## src/rtl/dma_axi_wr_engine.sv

```systemverilog
// Write half of the checkpoint DMA: turns an {addr, count} command plus a word stream
// into AXI4 INCR write bursts, one in flight at a time, never crossing a 4 KiB boundary.
module dma_axi_wr_engine #(
  parameter int ADDR_WIDTH    = 32,
  parameter int DATA_WIDTH    = 64,
  parameter int COUNT_WIDTH   = 16,
  parameter int MAX_BURST_LEN = 16
) (
  input  logic                      clk,
  input  logic                      rst,
  input  logic                      s_write_addr_valid,
  output logic                      s_write_addr_ready,
  input  logic [ADDR_WIDTH-1:0]     s_write_addr,
  input  logic                      s_write_count_valid,
  output logic                      s_write_count_ready,
  input  logic [COUNT_WIDTH-1:0]    s_write_count,
  input  logic                      s_write_data_valid,
  output logic                      s_write_data_ready,
  input  logic [DATA_WIDTH-1:0]     s_write_data,
  output logic                      m_axi_awvalid,
  input  logic                      m_axi_awready,
  output logic [ADDR_WIDTH-1:0]     m_axi_awaddr,
  output logic [7:0]                m_axi_awlen,
  output logic [2:0]                m_axi_awsize,
  output logic [1:0]                m_axi_awburst,
  output logic                      m_axi_awlock,
  output logic [3:0]                m_axi_awcache,
  output logic [2:0]                m_axi_awprot,
  output logic [3:0]                m_axi_awqos,
  output logic [3:0]                m_axi_awregion,
  output logic                      m_axi_wvalid,
  input  logic                      m_axi_wready,
  output logic [DATA_WIDTH-1:0]     m_axi_wdata,
  output logic [DATA_WIDTH/8-1:0]   m_axi_wstrb,
  output logic                      m_axi_wlast,
  input  logic                      m_axi_bvalid,
  input  logic [1:0]                m_axi_bresp,
  output logic                      m_axi_bready,
  output logic                      w_idle,
  output logic                      w_err
);

  localparam int BYTES = DATA_WIDTH / 8;
  localparam int SIZE  = $clog2(BYTES);
  // Common width for the burst-length minimum: holds a full 4 KiB of byte-wide words.
  localparam int CW    = (COUNT_WIDTH > 13) ? COUNT_WIDTH : 13;
  localparam logic [ADDR_WIDTH-1:0] ALIGN_MASK = ~ADDR_WIDTH'(BYTES - 1);

  typedef enum logic [2:0] {IDLE, GOT_ADDR, CALC, AW, W, B} state_t;

  state_t                  state_reg, state_next;
  logic [ADDR_WIDTH-1:0]   addr_reg, addr_next;
  logic [COUNT_WIDTH-1:0]  remaining_reg, remaining_next;
  logic [8:0]              len_reg, len_next;
  logic [7:0]              beat_reg, beat_next;
  logic                    err_reg, err_next;
  logic [12:0]             boundary_words;
  logic [CW-1:0]           cap;
  logic                    last_beat;
  logic                    w_hs;

  assign boundary_words = (13'd4096 - {1'b0, addr_reg[11:0]}) >> SIZE;
  assign last_beat      = ({1'b0, beat_reg} == (len_reg - 9'd1));
  assign w_hs           = (state_reg == W) && s_write_data_valid && m_axi_wready;

  // Reset also gates the address ready so nothing is offered while rst is high.
  assign s_write_addr_ready  = (state_reg == IDLE) && !rst;
  assign s_write_count_ready = (state_reg == GOT_ADDR);
  assign s_write_data_ready  = (state_reg == W) && m_axi_wready;

  assign m_axi_awvalid  = (state_reg == AW);
  assign m_axi_awaddr   = addr_reg;
  assign m_axi_awlen    = 8'(len_reg - 9'd1);
  assign m_axi_awsize   = 3'(SIZE);
  assign m_axi_awburst  = 2'b01;
  assign m_axi_awlock   = 1'b0;
  assign m_axi_awcache  = 4'd0;
  assign m_axi_awprot   = 3'd0;
  assign m_axi_awqos    = 4'd0;
  assign m_axi_awregion = 4'd0;

  assign m_axi_wvalid = (state_reg == W) && s_write_data_valid;
  assign m_axi_wdata  = s_write_data;
  assign m_axi_wstrb  = '1;
  assign m_axi_wlast  = (state_reg == W) && last_beat;
  assign m_axi_bready = (state_reg == B);

  assign w_idle = (state_reg == IDLE);
  assign w_err  = err_reg;

  always_comb begin
    cap = CW'(MAX_BURST_LEN);
    if (CW'(boundary_words) < cap) cap = CW'(boundary_words);
    if (CW'(remaining_reg) < cap)  cap = CW'(remaining_reg);
  end

  always_comb begin
    state_next     = state_reg;
    addr_next      = addr_reg;
    remaining_next = remaining_reg;
    len_next       = len_reg;
    beat_next      = beat_reg;
    err_next       = err_reg;
    case (state_reg)
      IDLE: if (s_write_addr_valid) begin
        addr_next  = s_write_addr & ALIGN_MASK;
        err_next   = 1'b0;
        state_next = GOT_ADDR;
      end
      GOT_ADDR: if (s_write_count_valid) begin
        remaining_next = s_write_count;
        state_next     = (s_write_count == '0) ? IDLE : CALC;
      end
      CALC: begin
        len_next   = 9'(cap);
        beat_next  = 8'd0;
        state_next = AW;
      end
      AW: if (m_axi_awready) state_next = W;
      W: if (w_hs) begin
        beat_next = beat_reg + 8'd1;
        if (last_beat) state_next = B;
      end
      B: if (m_axi_bvalid) begin
        if (m_axi_bresp != 2'b00) err_next = 1'b1;
        addr_next      = addr_reg + (ADDR_WIDTH'(len_reg) << SIZE);
        remaining_next = remaining_reg - COUNT_WIDTH'(len_reg);
        state_next     = (remaining_next == '0) ? IDLE : CALC;
      end
      default: state_next = IDLE;
    endcase
  end

  always_ff @(posedge clk) begin
    if (rst) begin
      state_reg     <= IDLE;
      addr_reg      <= '0;
      remaining_reg <= '0;
      len_reg       <= 9'd0;
      beat_reg      <= 8'd0;
      err_reg       <= 1'b0;
    end else begin
      state_reg     <= state_next;
      addr_reg      <= addr_next;
      remaining_reg <= remaining_next;
      len_reg       <= len_next;
      beat_reg      <= beat_next;
      err_reg       <= err_next;
    end
  end

endmodule

```

## config.mk

```make
export PLATFORM = sky130hd
export DESIGN_NAME = dma_axi_wr_engine
export DESIGN_NICKNAME = d
export VERILOG_FILES = /design/src/rtl/dma_axi_wr_engine.sv
export SDC_FILE = /design/constraint.sdc
export NUM_CORES = 1
export LEC_CHECK = 0
export ABC_AREA = 1
export CAP_MARGIN = 40
export CORE_MARGIN = 5
export CORE_UTILIZATION = 44
export CTS_CLUSTER_SIZE = 10
export DETAILED_ROUTE_END_ITERATION = 7
export HOLD_SLACK_MARGIN = 0.02
export PLACE_DENSITY = 0.88
export SYNTH_ARGS = -nofsm -noshare
export SYNTH_HDL_FRONTEND = slang
export SYNTH_SLANG_ARGS = --single-unit
```

## constraint.sdc

```tcl
create_clock -name clk -period 2.73 [get_ports clk]
set_input_delay 0.546 -clock clk [delete_from_list [all_inputs] [get_ports clk]]
set_output_delay 0.546 -clock clk [all_outputs]
set_load 0.005 [all_outputs]
```

; Word level (Yosys, flattened, before mapping)
; Index checks and enable logic that the tools add are counted.
[totals]
elab_cells = 67
register_bits = 69
in_bits = 122
[op_classes]
addsub = 5
n_mux = 23
eq_ne = 13
n_reduce_logical = 18
order_cmp = 2
[ops]
columns = op, n
row1 = 32-bit two-way mux, 2
row2 = 32-bit one-hot mux with 2 select lines, 1
row3 = 32-bit by 12-bit adder with 32-bit output, 1
row4 = 16-bit zero test, 2
row5 = 16-bit two-way mux, 2
row6 = 16-bit one-hot mux with 2 select lines, 1
row7 = 3-bit two-way mux, 6
row8 = 3-bit one-hot mux with 6 select lines, 1
row9 = 16-bit by 10-bit less-than comparator with 1-bit output, 1
row10 = 8-bit one-hot mux with 2 select lines, 1
row11 = 16-bit by 9-bit subtractor with 16-bit output, 1
row12 = "13-bit by 12-bit subtractor with 13-bit output, first input constant", 1
row13 = "10-bit by 5-bit less-than comparator with 1-bit output, second input constant", 1
row14 = 10-bit two-way mux, 1
row15 = "2-bit != test, second input constant", 5
row16 = 8-bit by 9-bit == test with 1-bit output, 1
row17 = 9-bit two-way mux, 1
row18 = "9-bit by 1-bit subtractor with 9-bit output, second input constant", 1
row19 = "8-bit by 1-bit adder with 8-bit output, second input constant", 1
row20 = 8-bit two-way mux, 1
row21 = 2-bit nonzero test, 4
row22 = "3-bit by 2-bit == test with 1-bit output, second input constant", 2
row23 = "3-bit == test, second input constant", 2
row24 = 3-bit AND reduction, 2
row25 = other kinds (11), 19

; Logic depth before layout (Yosys ltp)
[logic_depth]
depth_word = 5
mapped_depth = 22

; Worst setup path after synthesis
; No wires, ideal clock.
[synth_timing]
kind = reg-to-reg
startpoint = reg addr_reg[3], in the netlist m_axi_awaddr[3]
endpoint = reg len_reg[7]
synth_period_minus_slack_ps = 2300
arrival_time_ps = 2230
path_stages_with_launch = 19
path_buffers = 0
t_required_ps = 2661
slack_ps = 430
setup_ps = 69
cell_sequence = dfxtp_1 -> inv_1 -> ha_1 -> nand3_1 -> nand2_1 -> nand2_1 -> nand2_1 -> inv_1 -> nand3_1 -> ha_1 -> a21oi_1 -> nand2_1 -> nand2_1 -> nand2_1 -> nand2_1 -> nand2_1 -> nor2_2 -> nand2_1 -> o21ai_1
[synth_via]
elab_chain_len = 5
[synth_rtl]
columns = item, line_no
row1 = from (decl), 52  ; logic [ADDR_WIDTH-1:0] addr_reg, addr_next;
row2 = from (signal assigned), 144  ; addr_reg <= addr_next;
row3 = 13-bit by 12-bit subtractor with 13-bit output *, 62  ; assign boundary_words = (13'd4096 - {1'b0, addr_reg[11:0]}) >> SIZE;
row4 = 10-bit by 5-bit less-than comparator with 1-bit output, 93  ; if (CW'(boundary_words) < cap) cap = CW'(boundary_words);
row5 = 10-bit two-way mux *, 93
row6 = 16-bit by 10-bit less-than comparator with 1-bit output, 94  ; if (CW'(remaining_reg) < cap) cap = CW'(remaining_reg);
row7 = 9-bit two-way mux *, 94
row8 = to (signal assigned), 146  ; len_reg <= len_next;
row9 = to (decl), 54  ; logic [8:0] len_reg, len_next;
; Every way passes the cells marked *; elsewhere a longest branch is shown, timed or not.
; A chain may end at the register's enable or synchronous reset.

; Worst setup path in the final report
[layout_timing]
startpoint = reg len_reg[1]
endpoint = out m_axi_wlast
[layout_via]
elab_chain_len = 3
[layout_rtl]
columns = item, line_no
row1 = 9-bit by 1-bit subtractor with 9-bit output, -
row2 = 8-bit by 9-bit == test with 1-bit output, 63  ; assign last_beat = ({1'b0, beat_reg} == (len_reg - 9'd1));
row3 = 1-bit logical AND, 85  ; assign m_axi_wlast = (state_reg == W) && last_beat;
row4 = to (decl), 35  ; output logic m_axi_wlast,
; No other way between the ends.

==> impl_summary.log <==
INFO  metric synth_adder_area_share = 0.0677
INFO  metric synth_simple_gate_area_frac = 0.349
INFO  metric cp.arrival = 2.07 ns
INFO  metric drc = 0
INFO  metric buffer_ports.inserted = 100
INFO  metric worstHoldPathCells = 2
INFO  metric yosys-top-cells-area = dfxtp_1, nand2_1, buf_4, nand3_1, ha_1
INFO  metric area_delta_synth_final = 16.1%
INFO  metric power_leakage = 3.19 nW
INFO  metric final.min_clock_period = 2.62 ns
INFO  metric synth_xor_area_frac = 0.0152
INFO  metric grt_pass1_vias = 6283
INFO  metric htree_num_levels = 3
INFO  metric routed_wl = 18600 um
INFO  metric share_of_the_yosys_chip_area_belonging_to_registers = 0.209
INFO  metric power.total = 0.00545 W
INFO  metric crit_path_end_kind = output port
INFO  metric min_period_over_period = 0.958
INFO  metric drive_gt1_frac = 0.0881
INFO  metric holdBufCountCts = 0
INFO  metric setup.worst_path.class = reg -> out
INFO  metric postCtsSetupRepairBufs = 0
INFO  metric setup_slack_of_the_most_critical_reg_to_reg_path = 0.12 ns
INFO  metric width_of_the_die = 130 um
INFO  metric grt_antenna_before_repair = 0
INFO  metric timing_max_transition_violations_final = 0
INFO  metric first_pass_detailed_route_iteration_total = 5
INFO  metric route.detailed.vias_per_inst = 5.40
INFO  metric ys_dominant_reg_cell = dfxtp_1
INFO  metric drt_iter0_drc = 503
INFO  metric final_nets = 1217
INFO  metric clock.fmax = 0.382 GHz
INFO  metric cts-root-to-sink-buffers = 2
INFO  metric antenna_cells_inserted = 0
INFO  metric cts_tree = built
INFO  metric grt_start_max_net_pins = 33
INFO  metric place.detailed.hpwl = 14400 um
INFO  metric holdCritStartpoint = remaining_reg[15]
INFO  metric initial_core_util = 0.452
INFO  metric min-delay-path-class = reg -> reg
INFO  metric reg2reg_to = len_reg[5]
INFO  metric synth_top_area_frac = 0.209
INFO  metric timing.reg2reg.worst_path_depth = 19
INFO  metric multi_input_comb_area = 3930 um2
INFO  metric io_pins = 264
INFO  metric postSynthAreaPerCell = 6.20 um2
INFO  metric die-height = 130 um
INFO  metric drt.antenna.violating_nets = 0
INFO  metric crit_path_start_kind = register
INFO  metric ir_drop = 0.347 mV
INFO  metric synth_seq_cells = 66
INFO  metric yosysMostFrequentCell = nand2_1
INFO  metric hold_violations_final = 0
INFO  metric wl_per_cell = 14.9 um
INFO  metric met1_length = 7490 um
INFO  metric worstMarginPinSlew = 0.561 ns
INFO  metric synth_compound_gate_area_share = 0.156
INFO  metric insertion_delay = 0.34 ns
INFO  metric routed-via-count = 6739
INFO  metric synth_top_family_by_area = simple AND/OR/NAND/NOR gates
INFO  metric crit_fanout = 2
INFO  metric run_status = finished clean
INFO  metric synth_async_sr_flop_share = 0
INFO  metric stdcell_area = 7340 um2
INFO  metric overflow = 0
INFO  metric power-per-cell-area = 742 nW/um2
INFO  metric finalSetupViolations = 0
INFO  metric clk_root_buffer_cell = clkbuf_16
INFO  metric gate_count_post_synth = 1020
INFO  metric wl_met3 = 1900 um
INFO  metric yosys_warnings = 0
INFO  metric grt.total_usage = 0.213
INFO  metric flip_flop_count_of_the_largest_register_after_layout = 29
INFO  metric placement.cell_area = 6980 um2
INFO  metric register_area = 1320 um2
INFO  metric req_time_crit_path = 2.18 ns
INFO  metric synth.distinct_cells = 41
INFO  metric max_cap_viol_count = 0
INFO  metric tritoncts.num_buffers = 9
INFO  metric fillerInstances = 1318
INFO  metric commonest_cells_in_the_synthesized_netlist = nand2_1, buf_4, inv_1, nand3_1, a21oi_1
INFO  metric dieArea = 16900 um2
INFO  metric placeableCoreArea = 14000 um2
INFO  metric totalNegativeSetupSlack = 0 ns
INFO  metric reg_to_reg_startpoint = m_axi_awaddr[3]
INFO  metric skew = 0.00467 ns
INFO  metric grt_pass1_wl = 29400 um
INFO  metric highest_metal_used = met4
INFO  metric synth_edf_count = 0
INFO  metric rows = 43
INFO  metric place_congestion = 0.977
INFO  metric post_synth_instance_area = 6320 um2
INFO  metric setup_repair_after_global_routing_missed_its_margin = true
INFO  metric synth.area.mux_share = 0
INFO  metric detailroute.wirelength.met2 = 8580 um
INFO  metric yosysTopAreaCell = dfxtp_1
INFO  metric cts_sinks = 66
INFO  metric hold-path-endpoint = remaining_reg[15]
INFO  metric timing.slew.headroom = 0.623
INFO  metric clk_pin_slew_worst_paths = 0.05 ns
## placed cells by master, fill, tap and decap left out, types with 7 or more instances in the layout
cell type / synthesis / final
nand3_1: 79 / 76
nand4_1: 21 / 21
clkbuf_16: 0 / 9
inv_1: 94 / 91
clkdlybuf4s50_1: 0 / 99
dfxtp_1: 66 / 65
ha_1: 31 / 30
nor2_2: 9 / 7
o21ai_1: 10 / 10
a21oi_1: 77 / 77
nor3_1: 18 / 18
buf_4: 99 / 17
nor2_1: 68 / 68
o211ai_1: 21 / 21
nand2_1: 271 / 269
o21ai_0: 35 / 35
nor4_1: 7 / 7
conb_1: 2 / 37
inv_2: 22 / 25
## power by group
group          internal (W)  total [W]  switching (W)
sequential          0.00115    0.00141       0.000258
combinational       0.00118    0.00285        0.00167
clock              0.000756    0.00119       0.000434
total               0.00308    0.00545        0.00236
## critical path, stage by stage, from the launching register on
cell	delay (ns)
dfxtp_1	0.35
inv_2	0.06
ha_4	0.28
xor2_1	0.15
o21ai_0	0.10
nor2_1	0.10
nand3_1	0.09
nor2_1	0.14
nand3_2	0.12
nor2_1	0.09
dlygate4sd2_1	0.24
## final cells by class
| cell class | instances | area share |
|---|---|---|
| clock buffer | 14 | 0.0360 |
| clock inverter | 2 | 0.00477 |
| inverter | 116 | 0.0593 |
| multi-input combinational | 752 | 0.536 |
| sequential | 66 | 0.180 |
| tap | 180 | 0.0307 |
| timing repair buffer | 117 | 0.154 |
## per-stage QoR
| step | hold WS, ns | instances | utilization | setup slack [ns] |
|---|---|---|---|---|
| after detailed placement | 0.473 | 1231 | 0.499 | 0.0444 |
| after floorplan | 0.459 | 1055 | - | 0.430 |
| after global placement | 0.469 | 1231 | 0.499 | 0.203 |
| after CTS | 0.481 | 1247 | 0.522 | 0.0389 |
| after global routing | 0.522 | 1247 | 0.525 | -0.0104 |
| final | 0.479 | 1247 | 0.525 | 0.115 |
## per-layer routing
| metal | GRT usage | vias to the layer above |
|---|---|---|
| li1 | - | 3311 |
| met1 | 0.260 | 3033 |
| met2 | 0.351 | 343 |
| met3 | 0.0577 | 52 |
| met4 | 0.0941 | 0 |
| met5 | 0 | - |
## logic make-up (layout without fill, tap and decap cells)
family,Yosys count,after routing
AO/OA/AOI/OAI,170,170
XOR/XNOR,11,11
adder cells (fa/ha/maj),33,33
buffers and inverters,237,249
flip-flops,66,66
other,2,37
AND/OR/NAND/NOR,501,501
## worst max-delay path by stage
stage	start	endpoint	slack (ns)	depth (start not counted)
floorplan	m_axi_awaddr[3]	len_reg[7]	0.43	18
global placement	len_reg[0]	m_axi_wlast	0.20	11
detailed placement	m_axi_awaddr[4]	len_reg[5]	0.04	19
CTS	m_axi_awaddr[4]	len_reg[5]	0.04	19
global route	m_axi_awaddr[3]	len_reg[5]	-0.01	19
finish	len_reg[1]	m_axi_wlast	0.11	10
## timing repair
action	in CTS	in global routing
endpoints found under the setup margin	2	11
resized for setup	4	12
pin swaps	3	4
cloned	0	0
(Power assumes the default switching activity.)
